<file path="src/rtl/st_pkg.sv">
// -----------------------------------------------------------------------------
// st_pkg
// Types and defaults shared by the space-time pulse-width temporal primitives.
//   gamma_state_e : per-gamma-cycle decoder state (WAIT, MEAS, DONE)
//   result_t      : decoded result {value, inf, err}
//   *_DEF         : default gamma cycle length and legal pulse width
// -----------------------------------------------------------------------------
package st_pkg;

    localparam int GAMMA_CYCLE_WIDTH_DEF = 16;
    localparam int PULSE_WIDTH_DEF       = 8;

    // Widest gamma count any user of result_t may carry. A gamma cycle of up to
    // 2**16 clocks fits; narrower users zero-extend into the field.
    localparam int TW_MAX = 16;

    typedef enum logic [1:0] {
        WAIT = 2'd0,   // no rising edge seen yet in this gamma cycle
        MEAS = 2'd1,   // first pulse still high, width being counted
        DONE = 2'd2    // first pulse finished, watching for extra edges
    } gamma_state_e;

    typedef struct packed {
        logic [TW_MAX-1:0] value;   // gamma count of the first rising edge
        logic              inf;     // no rising edge in the gamma cycle
        logic              err;     // bad width or more than one rising edge
    } result_t;

endpackage

</file>
<file path="src/rtl/gamma_counter.sv">
// -----------------------------------------------------------------------------
// gamma_counter
// Free-running gamma-cycle counter: counts 0..GAMMA_CYCLE_WIDTH-1 and wraps.
// Ports:
//   aclk  : clock
//   grst  : asynchronous active-high reset (count returns to 0)
//   count : current gamma count
//   last  : high while count = GAMMA_CYCLE_WIDTH-1 (final clock of the cycle)
// -----------------------------------------------------------------------------
module gamma_counter
    import st_pkg::*;
#(
    parameter  int GAMMA_CYCLE_WIDTH = GAMMA_CYCLE_WIDTH_DEF,
    localparam int TW                = $clog2(GAMMA_CYCLE_WIDTH)
) (
    input  logic          aclk,
    input  logic          grst,
    output logic [TW-1:0] count,
    output logic          last
);

    logic [TW-1:0] r_count;
    logic          w_last;

    assign w_last = (r_count == TW'(GAMMA_CYCLE_WIDTH - 1));

    // NOTE: clocked state uses non-blocking assignments so every register
    // samples pre-edge values, independent of block evaluation order.
    always_ff @(posedge aclk or posedge grst) begin
        if (grst) begin
            r_count <= '0;
        end else if (w_last) begin
            r_count <= '0;
        end else begin
            r_count <= r_count + 1'b1;
        end
    end

    assign count = r_count;
    assign last  = w_last;

endmodule

</file>
<file path="src/rtl/pulse_decoder.sv">
// -----------------------------------------------------------------------------
// pulse_decoder
// Receiver endpoint for the pulse-width temporal code. Each gamma cycle it
// records the gamma count of the first rising edge on x, checks that the pulse
// is exactly PULSE_WIDTH clocks wide and that no second edge follows, and
// offers the result over a valid/ready handshake at the end of the cycle.
// Ports:
//   aclk, grst : clock, asynchronous active-high reset
//   x          : pulse-coded input line, synchronous to aclk
//   out_valid  : result held and valid
//   out_ready  : consumer accepts when out_valid & out_ready at posedge
//   out_value  : arrival time of the first rising edge (0 when out_inf)
//   out_inf    : no rising edge in the gamma cycle
//   out_err    : wrong pulse width or more than one rising edge
//   overrun    : sticky, a result was dropped while out_valid was pending
//   gamma_cnt  : current gamma count
// -----------------------------------------------------------------------------
module pulse_decoder
    import st_pkg::*;
#(
    parameter  int GAMMA_CYCLE_WIDTH = GAMMA_CYCLE_WIDTH_DEF,
    parameter  int PULSE_WIDTH       = PULSE_WIDTH_DEF,
    localparam int TW                = $clog2(GAMMA_CYCLE_WIDTH)
) (
    input  logic          aclk,
    input  logic          grst,
    input  logic          x,
    output logic          out_valid,
    input  logic          out_ready,
    output logic [TW-1:0] out_value,
    output logic          out_inf,
    output logic          out_err,
    output logic          overrun,
    output logic [TW-1:0] gamma_cnt
);

    // Width counter saturates one above the legal width, which is enough to
    // tell "too long" apart from "exactly right".
    localparam int            WW      = $clog2(PULSE_WIDTH + 2);
    localparam logic [WW-1:0] W_SAT   = WW'(PULSE_WIDTH + 1);
    localparam logic [WW-1:0] W_LEGAL = WW'(PULSE_WIDTH);

    logic [TW-1:0] w_gcnt;
    logic          w_last;

    gamma_counter #(
        .GAMMA_CYCLE_WIDTH (GAMMA_CYCLE_WIDTH)
    ) u_gamma_counter (
        .aclk  (aclk),
        .grst  (grst),
        .count (w_gcnt),
        .last  (w_last)
    );

    // ------------------------------------------------------------------
    // Edge detection and per-gamma measurement state
    // ------------------------------------------------------------------
    logic          r_x_q;
    gamma_state_e  r_state;
    logic [TW-1:0] r_t;
    logic [WW-1:0] r_width;
    logic          r_err;

    logic          w_rise;
    gamma_state_e  w_state_upd, w_state_nxt;
    logic [TW-1:0] w_t_upd, w_t_nxt;
    logic [WW-1:0] w_width_upd, w_width_nxt;
    logic          w_err_upd, w_err_nxt;
    result_t       w_result;

    assign w_rise = x & ~r_x_q;

    always_ff @(posedge aclk or posedge grst) begin
        if (grst) begin
            // Previous sample resets high: a line already high when reset is
            // released is the tail of an old pulse, not a new spike.
            r_x_q   <= 1'b1;
            r_state <= WAIT;
            r_t     <= '0;
            r_width <= '0;
            r_err   <= 1'b0;
        end else begin
            r_x_q   <= x;
            r_state <= w_state_nxt;
            r_t     <= w_t_nxt;
            r_width <= w_width_nxt;
            r_err   <= w_err_nxt;
        end
    end

    // The result must include the sample taken on the last clock of the gamma
    // cycle, so it is formed from the post-update values (w_*_upd) and the
    // measurement state is cleared only afterwards.
    // NOTE: every signal driven here gets a default first, so no path through
    // the block leaves a value unassigned and no latch is inferred.
    always_comb begin
        w_state_upd = r_state;
        w_t_upd     = r_t;
        w_width_upd = r_width;
        w_err_upd   = r_err;

        unique case (r_state)
            WAIT: begin
                if (w_rise) begin
                    w_t_upd     = w_gcnt;
                    w_width_upd = WW'(1);
                    w_state_upd = MEAS;
                end
            end
            MEAS: begin
                if (x) begin
                    if (r_width != W_SAT) begin
                        w_width_upd = r_width + 1'b1;
                    end
                end else begin
                    w_state_upd = DONE;
                end
            end
            DONE: begin
                if (w_rise) begin
                    w_err_upd = 1'b1;
                end
            end
            default: begin
                w_state_upd = WAIT;
            end
        endcase

        w_result       = '0;
        w_result.inf   = (w_state_upd == WAIT);
        w_result.value = w_result.inf ? '0 : TW_MAX'(w_t_upd);
        w_result.err   = w_err_upd | (~w_result.inf & (w_width_upd != W_LEGAL));

        w_state_nxt = w_state_upd;
        w_t_nxt     = w_t_upd;
        w_width_nxt = w_width_upd;
        w_err_nxt   = w_err_upd;
        if (w_last) begin
            w_state_nxt = WAIT;
            w_t_nxt     = '0;
            w_width_nxt = '0;
            w_err_nxt   = 1'b0;
        end
    end

    // ------------------------------------------------------------------
    // Output holding register and handshake
    // ------------------------------------------------------------------
    logic          r_out_valid;
    logic [TW-1:0] r_out_value;
    logic          r_out_inf;
    logic          r_out_err;
    logic          r_overrun;
    logic          w_load;

    // A new result may replace the held one when nothing is pending or the
    // pending one is being accepted on this very edge.
    assign w_load = w_last & (~r_out_valid | out_ready);

    always_ff @(posedge aclk or posedge grst) begin
        if (grst) begin
            r_out_valid <= 1'b0;
            r_out_value <= '0;
            r_out_inf   <= 1'b0;
            r_out_err   <= 1'b0;
            r_overrun   <= 1'b0;
        end else begin
            if (w_load) begin
                r_out_valid <= 1'b1;
                r_out_value <= TW'(w_result.value);
                r_out_inf   <= w_result.inf;
                r_out_err   <= w_result.err;
            end else if (out_ready) begin
                r_out_valid <= 1'b0;
            end

            if (w_last & ~w_load) begin
                r_overrun <= 1'b1;
            end
        end
    end

    assign out_valid = r_out_valid;
    assign out_value = r_out_value;
    assign out_inf   = r_out_inf;
    assign out_err   = r_out_err;
    assign overrun   = r_overrun;
    assign gamma_cnt = w_gcnt;

endmodule

</file>
<file path="config.mk">
export PLATFORM = sky130hd
export DESIGN_NAME = pulse_decoder
export DESIGN_NICKNAME = d
export VERILOG_FILES = /design/src/rtl/st_pkg.sv /design/src/rtl/gamma_counter.sv /design/src/rtl/pulse_decoder.sv
export SDC_FILE = /design/constraint.sdc
export NUM_CORES = 1
export LEC_CHECK = 0
export BUFFER_PORTS_ARGS = -buffer_cell sky130_fd_sc_hd__buf_2
export CORE_MARGIN = 8
export CORE_UTILIZATION = 38
export CTS_CLUSTER_DIAMETER = 80
export DETAILED_ROUTE_END_ITERATION = 8
export GPL_ROUTABILITY_DRIVEN = 0
export HOLD_SLACK_MARGIN = 0.08
export PLACE_DENSITY = 0.55
export SYNTH_ARGS = -nofsm -noshare
export SYNTH_HDL_FRONTEND = slang
export SYNTH_HIERARCHICAL = 1
export SYNTH_SLANG_ARGS = --single-unit
</file>
<file path="constraint.sdc">
create_clock -name aclk -period 1.6 [get_ports aclk]
set_input_delay 0.32 -clock aclk [delete_from_list [all_inputs] [get_ports aclk]]
set_output_delay 0.32 -clock aclk [all_outputs]
set_load 0.01 [all_outputs]
</file>
**After elaboration in Yosys (flattened, before gate mapping)**

Cells that the tools add are included.

- Bits in registers: 24
- Input bits: 4
- Logic and storage cells: 50
- Output and inout bits: 12

- Bitwise logic cells: 10
- Eq/ne operators: 5
- $add $sub $neg: 2
- Reduce and logical (&&, ||, !) cells: 3
- Mux-type cells: 19

Operators by type and width:

| operator | count |
|---|---|
| two-way mux 4 bit | 9 |
| adder 4 x 1 -> 4 bit (second input constant) | 2 |
| inequality test 4 bit (second input constant) | 2 |
| one-hot mux 4 bit (2 select lines) | 1 |
| two-way mux 2 bit | 3 |
| one-hot mux 2 bit (3 select lines) | 1 |
| two-way mux 1 bit | 5 |
| AND 1 bit | 4 |
| equality test 4 bit (second input constant) | 1 |
| logical NOT 2 bit | 2 |
| NOT 1 bit | 4 |
| equality test 2 x 1 -> 1 bit (second input constant) | 1 |
| equality test 2 bit (second input constant) | 1 |
| bitwise OR 1 bit | 2 |
| nonzero test 2 bit | 1 |

**Logic depth before layout (Yosys ltp)**

- Word-level depth: 8
- Gate-level depth with buffers: 6
- Gate-level depth less buffers: 6

**Hierarchy**

The synthesis kept the hierarchy.

By module, submodules not included:

| module | instances | sequential area each (um2) | cells each | area an instance (um2) |
|---|---|---|---|---|
| pulse_decoder | 1 | 501.7 | 91 | 973.4 |
| gamma_counter | 1 | 100.1 | 12 | 156.4 |

**Worst setup path after synthesis**

No wires, ideal clock.

- Kind: flip-flop to flip-flop
- Start point: register r_state[0]
- End point: register r_out_err (netlist: out_err)
- Setup time: 0.134 ns
- Stages on the path, launching flop included: 6
- Period minus slack after synthesis: 1.514 ns
- Required time: 1.466 ns
- Data arrival time: 1.380 ns
- Buffers on the path: 1
- Setup slack: 0.086 ns
- Cells stage by stage: dfrtp_1 buf_6 nor4b_4 o211ai_1 a211oi_1 a31oi_1

- Word-level cells in the longest chain between the ends: 6
- Elaborated cells between the ends (all ways): 13
- Classes of those cells: eq/ne (3); mux (5); bitwise (3); reduce/logical (2)

Ends and longest elaborated chain:

| element | line | source |
|---|---|---|
| from (decl) | pulse_decoder.sv:59 | `gamma_state_e r_state;` |
| from (signal assigned) | pulse_decoder.sv:84 | `r_state <= w_state_nxt;` |
| equality test 2 bit, or another cell as far along | pulse_decoder.sv:102 | `unique case (r_state)` |
| one-hot mux 2 bit (3 select lines) | pulse_decoder.sv:102 |  |
| logical NOT 2 bit | pulse_decoder.sv:130 | `w_result.inf = (w_state_upd == WAIT);` |
| NOT 1 bit | pulse_decoder.sv:132 | `w_result.err = w_err_upd \| (~w_result.inf & (w_width_upd != W_LEGAL));` |
| AND 1 bit | pulse_decoder.sv:132 |  |
| bitwise OR 1 bit * | pulse_decoder.sv:132 |  |
| to (signal assigned) | pulse_decoder.sv:172 | `r_out_err <= w_result.err;` |
| to (decl) | pulse_decoder.sv:152 | `logic r_out_err;` |

Every way passes the cells marked *; elsewhere a longest branch is shown, timed or not.
A chain may end at the register's enable or synchronous reset.

**Final worst setup path**

- Start point: register r_width[0]
- End point: register r_width[1]

- Word-level cells in the longest chain between the ends: 5
- Elaborated cells between the ends (all ways): 6
- Classes of those cells: add/sub (1); eq/ne (1); mux (4)

Ends and longest elaborated chain:

| element | line | source |
|---|---|---|
| from (decl) | pulse_decoder.sv:61 | `logic [WW-1:0] r_width;` |
| from (signal assigned) | pulse_decoder.sv:86 | `r_width <= w_width_nxt;` |
| adder 4 x 1 -> 4 bit / inequality test 4 bit (equally long branches) | pulse_decoder.sv:113, pulse_decoder.sv:112 |  |
| two-way mux 4 bit * | pulse_decoder.sv:112 | `if (r_width != W_SAT) begin` |
| two-way mux 4 bit * | pulse_decoder.sv:111 | `if (x) begin` |
| one-hot mux 4 bit (2 select lines) * | pulse_decoder.sv:102 |  |
| two-way mux 4 bit * | pulse_decoder.sv:138 | `if (w_last) begin` |
| named net w_width_nxt[1] | pulse_decoder.sv:67 | `logic [WW-1:0] w_width_upd, w_width_nxt;` |

The timed path passes the listed nets; every way through them passes the cells marked *.

==> results by stage <==
Setup path:
- The maximum net fanout on the critical path is 5.
- The worst reg2reg path endpoint is r_width[1]$_DFF_PP0_.
- The reg2reg setup slack is 0.03 ns.
- The critical path contains buffers and inverters numbering 0 combined.
- The critical path is of the register to register type.
- The cell count of the worst reg-to-reg path is 5.
- The worst setup path is captured at a register.
- The critical path required time is 1.80 ns.
- The launch point of the worst reg-to-reg path is r_width[0]$_DFF_PP0_.
- The largest individual stage delay along the critical path comes from the cell sky130_fd_sc_hd__dfrtp_1.
- Traced cell by cell, the critical path runs through ha_1 -> nand3b_1 -> and3_4 -> nor2_1 -> a2111oi_1.
- The kind of launch point of the worst setup path is a register.
- The family with the most delay on the worst path is flip-flops.
- The largest single stage delay on the critical path is 0.45 ns.
- Data arrives at the worst endpoint at 1.77 ns.

Layout:
- In the final layout, the share of cells above drive strength 1 is 0.313.
- The share of the core filled with cells is 0.506.
- Leaving out fill and tap cells, the most frequent cell in the layout is sky130_fd_sc_hd__dfrtp_1.
- The total of fill cells in the finished design is 262.
- The number of antenna diodes in the final layout is 0.
- In the layout the commonest cells are 23 x sky130_fd_sc_hd__dfrtp_1, 15 x sky130_fd_sc_hd__buf_2, 13 x sky130_fd_sc_hd__buf_4.
- Compared with the post-synthesis result, the final layout area differs by 24.5%.
- The number of nets at the end of the flow is 142.

Timing:
- The worst pin sits at a relative slew slack of 0.721.
- Setup violations remaining at the end of the flow were counted as 0.
- For the final routed database, the setup TNS stands at 0 ns.
- The time the final worst path needs with I/O delays and setup is 1.57 ns.
- The final count of pins violating max slew is 0.
- The top achievable clock speed is 637 MHz.
- For the pin with the worst max-slew slack, the measured transition is 0.414 ns.
- The fraction of the cycle the final worst path needs is 0.981.
- The final hold violation count came to 0.
- The final worst setup slack is 0.0312 ns.
- The largest clock skew in the final design is 0.0173 ns.

GRT:
- The initial antenna violation count is 0.
- The pin count of the biggest net entering global routing is 21.
- After global routing the overflow that remains totals 0.
- The first-pass GRT wire length is 3.85 mm.
- The number of global-route vias before repair is 805.
- The global-route total usage across every layer is 0.0932.

Logic synthesis:
- The synthesized-area fraction occupied by ao, oa, aoi and oai cells came to 0.155.
- Yosys mapped a number of flops with a built-in enable equal to 0.
- In the synthesized netlist, the number of instances is 103.
- The adder-cell area share of the yosys netlist is 0.0332.
- After synthesis the netlist holds a flip-flop and latch count of 24.
- The count of distinct cell types in the synthesized netlist is 42.
- The synthesized area divided by synthesized cell count is 11.0 um2.
- For this run, the leading register cell type out of synthesis is sky130_fd_sc_hd__dfrtp_1.
- The xor/xnor share of the synthesized area is 0.00775.
- The Yosys warning count is 6.
- Summing every instance area after synthesis gives 1130 um2.
- The share of async-settable or async-resettable flops after synthesis is 1.00.
- For this run, the register share of the synthesized area comes to 0.533.
- The main combinational cell family by area after synthesis is simple AND/OR/NAND/NOR gates.
- The synthesized net count is 110.
- The fraction of synthesized area in multiplexers is 0.0543.
- The simple-gate area share of the yosys netlist is 0.179.

Pwr:
- Of the total power, registers draw 0.579.
- The clock share of power is 0.216.
- The analysis attributes to cell leakage a power of 0.715 nW.
- The worst-case vdd ir drop is 0.000597 V.
- The cell area power density is 880 nW/um2.
- The cell-internal power is 0.892 mW.
- The combinational share of power is 0.206.
- The switching component of the power is 0.346 mW.
- Of the total power, the share spent switching nets is 0.279.

Hold path:
- The startpoint identified for the worst hold timing path is x.
- The path class of the tightest hold or removal check is input port to register.
- Counting instances, the worst hold path has a depth of 1.
- The path with the worst hold slack has its endpoint at r_x_q$_DFF_PP1_.

Clocking:
- After clock tree synthesis, the clock-pin slew on the worst setup and hold paths is 0.13 ns.
- Counting the buffers created by CTS gives 3.
- The maximum buffer depth of the clock tree is 2.
- The clock tree from TritonCTS is built.
- The root cell of the clock tree is sky130_fd_sc_hd__clkbuf_4.
- For this design, the sink count on the clock tree is 24.
- In this run the number of H-tree levels came out at 1.
- The clock insertion delay at the later pin of the skew report is 0.31 ns.

Route:
- The detail-routed net length per standard cell is 14.3 um.
- Summed over all layers, the routed wires come to 2.37 mm.
- For this block, the initial DRC count from the detailed router was 49.
- The total vias in the final route is 873.
- The residual DRC count is 0.
- The number of vias per cell is 5.29.
- Before antenna repair, the detailed router went through 4 iterations.
- The remaining antenna violation count after routing is 0.

Die:
- The die height is 70.5 um.
- The effective utilization at floorplan is 0.406.
- The total number of placement rows is 19.
- The area of the placeable core is 2780 um2.
- The horizontal die dimension is 70.5 um.
- Pin placement for this block handled 16 I/O pins.
- The floorplan die area is 4970 um2.

Status:
- The run finished with clean final reports.

Placed design:
- The post-detailed-placement half-perimeter wirelength is 1.74 mm.
- Timing analysis after detailed placement gives a worst setup slack of 0.00964 ns.
- Port buffering added 15 buffers.

Run:
- The max-cap violation count is 0.
Yosys cell counts, drive strengths merged, types with 2 or more instances:
cell / count / area [um2]
a2111oi: 2 / 18.8
a211oi: 3 / 22.5
a31oi: 3 / 18.8
and2: 2 / 12.5
and3: 2 / 13.8
buf: 2 / 16.3
dfrtp: 23 / 576
ha: 3 / 37.5
inv: 6 / 22.5
mux2i: 5 / 50.1
nand2: 8 / 30.0
nor2: 11 / 41.3
nor2b: 3 / 18.8
o21ai: 4 / 20.0
o21bai: 2 / 15.0
power by group through the flow:
stage | sequential [mW] | combinational (mW) | clock (mW)
6_report | 0.716 | 0.255 | 0.267
4_1_cts | 0.718 | 0.252 | 0.279
3_3_place_gp | 0.726 | 0.245 | 0
5_1_grt | 0.723 | 0.282 | 0.314
3_5_place_dp | 0.730 | 0.244 | 0
2_1_floorplan | 0.755 | 0.106 | 0
repair_timing:
| item | 4_1_cts | 5_1_grt |
|---|---|---|
| pin swaps | 1 | 2 |
| hold buffers | 1 | 0 |
| endpoints found under the hold margin | 23 | 0 |
| gates resized for setup | 0 | 8 |
| endpoints found under the setup margin | 2 | 12 |
| setup buffers | 2 | 1 |
area by class of cell:
| cell class | instances | area (um2) | area share |
|---|---|---|---|
| timing repair buffer | 30 | 203 | 0.144 |
| inverter | 6 | 22.5 | 0.0160 |
| sequential | 24 | 602 | 0.428 |
| tap | 31 | 38.8 | 0.0276 |
| multi-input combinational | 70 | 514 | 0.366 |
| clock buffer | 4 | 26.3 | 0.0187 |
routing by layer:
metal | wire (um) | track usage | vias to the layer above
met4 | 14 | 0.0379 | 0
li1 | - | - | 429
met5 | 0 | 0 | -
met3 | 46 | 0.0184 | 2
met2 | 1130 | 0.140 | 8
met1 | 1180 | 0.127 | 434
registers in the layout, indices dropped and copies added, names as in the netlist:
register	count
r_width	4
r_t	4
u_gamma_counter/count	4
out_err	1
out_valid	1
out_inf	1
r_state	2
overrun	1
r_x_q	1
out_value	4
r_err	1
through the flow:
step                instances  power, mW  hold WS, ns  area (um2)
finish                    165       1.24        0.167        1410
global route              165       1.32        0.133        1410
CTS                       164       1.25        0.151        1370
detailed placement        157      0.973        0.223        1320
global placement          157      0.971        0.214        1320
floorplan                 103      0.861       0.0861        1130
cells by family after synthesis:
| family | after synthesis |
|---|---|
| AO/OA/AOI/OAI | 24 |
| XOR/XNOR | 1 |
| adder cells (fa/ha/maj) | 3 |
| buffers and inverters | 9 |
| flip-flops | 24 |
| multiplexers | 6 |
| AND/OR/NAND/NOR | 36 |
worst max path at each step:
stage,start,endpoint,slack (ns),cells past startpoint
floorplan,r_state[0]$_DFF_PP0_,out_err$_DFFE_PP0P_,0.09,5
global placement,r_state[1]$_DFF_PP0_,out_value[1]$_DFFE_PP0P_,0.02,4
detailed placement,r_width[1]$_DFF_PP0_,out_err$_DFFE_PP0P_,0.01,6
CTS,r_state[0]$_DFF_PP0_,out_value[1]$_DFFE_PP0P_,0.0005,4
global route,r_width[0]$_DFF_PP0_,r_width[1]$_DFF_PP0_,-0.01,5
finish,r_width[0]$_DFF_PP0_,r_width[1]$_DFF_PP0_,0.03,5
Power figures use the tool's default switching activity.
